## src/rtl/ald_valve_guard.sv

```systemverilog
// Valve safety stage: SV1/SV4 interlock with break-before-make dead time,
// precursor on-time watchdog, and a latched purge fault (SVs shut, VVs open).
module ald_valve_guard #(
  parameter int unsigned DEAD_MS   = 5,
  parameter int unsigned MAX_ON_MS = 30000
) (
  input  logic       clk,
  input  logic       rst,
  input  logic       tick,
  input  logic       cmd_sv1,
  input  logic       cmd_sv4,
  input  logic       cmd_vv1,
  input  logic       cmd_vv2,
  input  logic       estop,
  input  logic       fault_clr,
  output logic       sv1_out,
  output logic       sv4_out,
  output logic       vv1_out,
  output logic       vv2_out,
  output logic       fault,
  output logic [1:0] fault_code
);

  localparam logic [2:0] ST_IDLE  = 3'd0;
  localparam logic [2:0] ST_OPEN1 = 3'd1;
  localparam logic [2:0] ST_OPEN4 = 3'd2;
  localparam logic [2:0] ST_DEAD  = 3'd3;
  localparam logic [2:0] ST_FAULT = 3'd4;

  localparam logic [1:0] CODE_NONE     = 2'd0;
  localparam logic [1:0] CODE_CONFLICT = 2'd1;
  localparam logic [1:0] CODE_ESTOP    = 2'd2;
  localparam logic [1:0] CODE_WDOG     = 2'd3;

  logic [2:0]  state_reg, state_next;
  logic [15:0] cnt_reg, cnt_next;
  logic [1:0]  code_reg, code_next;
  logic [31:0] cnt_wide;
  logic        conflict;
  logic        wdog_hit;
  logic        dead_done;
  logic        clear_ok;

  assign cnt_wide  = {16'd0, cnt_reg};
  assign conflict  = cmd_sv1 && cmd_sv4;
  assign wdog_hit  = ((state_reg == ST_OPEN1) || (state_reg == ST_OPEN4)) &&
                     (MAX_ON_MS != 0) && (cnt_wide >= MAX_ON_MS);
  assign dead_done = (cnt_wide >= DEAD_MS);
  assign clear_ok  = fault_clr && !estop && !cmd_sv1 && !cmd_sv4;

  always_comb begin
    state_next = state_reg;
    code_next  = code_reg;
    if (state_reg == ST_FAULT) begin
      if (clear_ok) begin
        state_next = ST_DEAD;
        code_next  = CODE_NONE;
      end
    end else if (estop) begin
      state_next = ST_FAULT;
      code_next  = CODE_ESTOP;
    end else if (conflict) begin
      state_next = ST_FAULT;
      code_next  = CODE_CONFLICT;
    end else if (wdog_hit) begin
      state_next = ST_FAULT;
      code_next  = CODE_WDOG;
    end else begin
      case (state_reg)
        ST_IDLE: begin
          if (cmd_sv1)      state_next = ST_OPEN1;
          else if (cmd_sv4) state_next = ST_OPEN4;
        end
        ST_OPEN1: if (!cmd_sv1) state_next = ST_DEAD;
        ST_OPEN4: if (!cmd_sv4) state_next = ST_DEAD;
        ST_DEAD:  if (dead_done) state_next = ST_IDLE;
        default:  state_next = ST_IDLE;
      endcase
    end
  end

  // Counter restarts on every state change, so a tick on the entry cycle is dropped.
  always_comb begin
    cnt_next = cnt_reg;
    if (state_next != state_reg) begin
      cnt_next = 16'd0;
    end else if (tick && (cnt_reg != 16'hFFFF)) begin
      cnt_next = cnt_reg + 16'd1;
    end
  end

  always_ff @(posedge clk) begin
    if (rst) begin
      state_reg  <= ST_IDLE;
      cnt_reg    <= 16'd0;
      code_reg   <= CODE_NONE;
      sv1_out    <= 1'b0;
      sv4_out    <= 1'b0;
      vv1_out    <= 1'b0;
      vv2_out    <= 1'b0;
      fault      <= 1'b0;
    end else begin
      state_reg  <= state_next;
      cnt_reg    <= cnt_next;
      code_reg   <= code_next;
      sv1_out    <= (state_next == ST_OPEN1);
      sv4_out    <= (state_next == ST_OPEN4);
      vv1_out    <= cmd_vv1 || (state_next == ST_FAULT);
      vv2_out    <= cmd_vv2 || (state_next == ST_FAULT);
      fault      <= (state_next == ST_FAULT);
    end
  end

  assign fault_code = code_reg;

endmodule

```

## config.mk

```make
export PLATFORM = sky130hd
export DESIGN_NAME = ald_valve_guard
export DESIGN_NICKNAME = d
export VERILOG_FILES = /design/src/rtl/ald_valve_guard.sv
export SDC_FILE = /design/constraint.sdc
export NUM_CORES = 1
export LEC_CHECK = 0
export ABC_AREA = 0
export ABC_CLOCK_PERIOD_IN_PS = 5900
export CORE_MARGIN = 2
export CORE_UTILIZATION = 59
export CTS_CLUSTER_DIAMETER = 80
export DETAILED_ROUTE_END_ITERATION = 12
export GPL_TIMING_DRIVEN = 0
export PLACE_DENSITY = 0.83
export SETUP_SLACK_MARGIN = 0.4
export SYNTH_ARGS = -nofsm -noshare
export SYNTH_HDL_FRONTEND = slang
export SYNTH_SLANG_ARGS = --single-unit
```

## constraint.sdc

```tcl
create_clock -name clk -period 5.9 [get_ports clk]
set_input_delay 1.77 -clock clk [delete_from_list [all_inputs] [get_ports clk]]
set_output_delay 1.77 -clock clk [all_outputs]
set_load 0.02 [all_outputs]
```

==> run metrics <==
boundary pin count 16; Worst R2R End cnt_reg[2]$_SDFFE_PP0P_; max-cap violations 0; Critical Path Max Stage Delay 0.65 ns; Endpoint, Worst Hold fault_code[0]$_SDFFE_PP0P_; TritonCTS Buffers 3; R2R Setup Slk 3.85 ns; Critical Path AT 3.93 ns; critical path's top delay family buffers and inverters; row count 18; Core Area 0.00243 mm2; fmax 0.269 GHz; Startpoint Class input pin; post-synthesis sequential area ratio 35.0%; CP Cell Sequence clkdlybuf4s50_1 > nor4b_1 > o311ai_0 > o21ai_0 > a211o_1 > buf_2 > nor3_2; # DRC 0; worst reg2reg path startpoint cnt_reg[9]$_SDFFE_PP0P_; first-pass GRT wire length 5440 um; Setup TNS 0 ns; CP Class in2reg; Ys Warns 0; global route overflow 0; PwrDens 195 mW/mm2; gpl congestion 0.879; antenna-violating nets left 0; R2R cell count 6; Worst Path Required 6.11 ns; 1st-iter DRT viols 29; Crit Path Max Fanout 10; Mapped Area 0.00149 mm2; Largest register FFs 16; DR vias/cell 5.90; status completed; I/O Buffers 15; Buf/Inv on CP 2; clk slew on worst S/H paths 0.13 ns; register area 520 um2; # Post-CTS Setup Buffers 0; Mean Syn Cell Area 8.80 um2; share of cells above drive strength 1 11.7%; Root Driver clkbuf_4; Max IR drop VDD 0.129 mV; Fillers 201; Layout area overhead 15.1%; Pre-Repair DR Iteration Count 4; Die X 54.2 um; post-DP HPWL 2480 um; H-tree depth 1; minimum clock period 3.72 ns; Least-Margin Pin Slew 0.632 ns; Clock Path Buffers 2; setup slack after layout 2.18 ns; wire per inst 15.0 um; hold path depth 2; Distinct cells, synth 41; antenna diode count 0; CP max-delay cell nor4b_1; worst min path class reg2reg; CP Capture Type flop; Yosys reg bits 26; drt total wl 3270 um; skew final 0.00916 ns; syn_nets 182; RSZ-0062 raised after global routing false; Async SR Flop Fraction 0%; final slew viol count 0; largest net degree at the start of global routing 15; # hold bufs at CTS 0; die height 54.2 um; die area 0.00294 mm2; Starting Density 61.1%; initial antenna violation count 0; Post-synth EDFFs 0; clk_lat worst skew 0.32 ns; ys flop type dfxtp_1; total track usage 25.4%; Mapped Cells 169; vias in the first global route 1,238; post_cts resized 0; Via Count 1,287; CTS tree yes; Setup Viol. Count Final 0; worst hold start fault_code[0]$_SDFFE_PP0P_; post-placement setup slack 1.84 ns; area of the multi-input gates 878 um2; Leak Pwr 0.602 nW; Slew headroom 57.3%; Final Hold Viols 0; total power 0.000334 W; fin nets 202; final core utilization 70.3%; Sink Count 26; Final period util 63.0%
==> synth_stat cells, types with 2 or more instances <==
cell type   n  area share [%]
nand2_1     9             2.3
clkbuf_1    5             1.3
a31oi_1     2            0.84
nor2_1      6             1.5
a211o_1     2             1.2
and3_1      4             1.7
nand4_1     7             2.9
nand3b_1    3             1.5
inv_1      13             3.3
dfxtp_1    26              35
nor3_1      8             2.7
o311ai_0    2             1.2
o41ai_1     2             1.2
ha_1        4             3.4
nor3_2     10             6.7
xor2_1      7             4.1
a21oi_1     5             1.7
xnor2_1     8             4.7
a211oi_1    3             1.5
and4_1      3             1.8
nor4_1      5             2.1
nand3_1     8             2.7
o21ai_0     8             2.7
nor4b_1     2             1.2
==> final cells by class <==
class | count | area share, %
plain buffers | 7 | 2.27
clock buffers | 4 | 2.12
inverters | 13 | 2.85
multi-input cells | 123 | 51.4
flip-flops and latches | 26 | 30.4
well taps | 30 | 2.19
repair buffers | 15 | 8.78
==> worst reg2reg max path, stage by stage, from the launching register on <==
cell and delay, ns:
dfxtp_1 0.40, or4_1 0.55, nor4_2 0.24, nand4_2 0.17
a31o_4 0.32, buf_8 0.16, nor3_2 0.15
==> routing by layer <==
layer	routed length (um)	track usage (%)	part of all wire, %
met2	1640	44.4	50
met5	0	0	0
met4	22	7.08	0.67
met3	84	2.50	2.6
met1	1520	32.8	47
==> power breakdown <==
group	switching (W)	leakage, nW	internal (W)	total, W
logic	0.0000346	0.370	0.0000249	0.0000595
registers	0.00000274	0.212	0.000181	0.000184
clock network	0.0000531	0.0210	0.0000377	0.0000909
==> worst max path at each step <==
stage / startpoint / end / slack (ns) / depth (start not counted)
floorplan: cmd_sv1 / cnt_reg[0]$_SDFFE_PP0P_ / 2.77 / 6
global placement: cmd_sv1 / cnt_reg[3]$_SDFFE_PP0P_ / 1.92 / 7
detailed placement: cmd_sv1 / cnt_reg[3]$_SDFFE_PP0P_ / 1.84 / 7
CTS: cmd_sv1 / cnt_reg[15]$_SDFFE_PP0P_ / 2.19 / 7
global route: cmd_sv1 / cnt_reg[3]$_SDFFE_PP0P_ / 1.94 / 7
finish: cmd_sv1 / cnt_reg[13]$_SDFFE_PP0P_ / 2.18 / 7
==> cells in the final DEF (no fill, tap or decap), types with 2 or more instances in the layout <==
| cell type | instances |
|---|---|
| a211o_1 | 2 |
| nand3_1 | 8 |
| nor4_1 | 5 |
| clkbuf_1 | 5 |
| clkbuf_4 | 3 |
| nor3_2 | 10 |
| nor4b_1 | 2 |
| and4_1 | 3 |
| xnor2_1 | 8 |
| o41ai_1 | 2 |
| a211oi_1 | 3 |
| a21oi_1 | 5 |
| a31oi_1 | 2 |
| nor3_1 | 8 |
| clkdlybuf4s50_1 | 15 |
| ha_1 | 4 |
| dfxtp_1 | 26 |
| inv_1 | 13 |
| o311ai_0 | 2 |
| xor2_1 | 7 |
| and3_1 | 4 |
| nand3b_1 | 3 |
| nor2_1 | 6 |
| nand4_1 | 7 |
| o21ai_0 | 8 |
| nand2_1 | 9 |
==> metrics by stage <==
stage          instances  cell area, um2  hold WS, ns
6_report             218            1710        0.474
5_1_grt              218            1710        0.514
4_1_cts              218            1710        0.474
3_5_place_dp         214            1670        0.455
3_3_place_gp         214            1670        0.449
2_1_floorplan        169            1490        0.535
==> logic make-up (layout without fill, tap and decap cells) <==
family          count (synthesis)  after routing  synth area share, %
simple gates                   71             71                 30.6
xor+xnor                       15             15                 8.84
buf+inv                        20             39                 5.89
mux                             1              1                0.673
compound gates                 32             32                 15.7
flops                          26             26                 35.0
fa+ha+maj                       4              4                 3.37
Note: power is estimated with default switching activity, not from simulation.
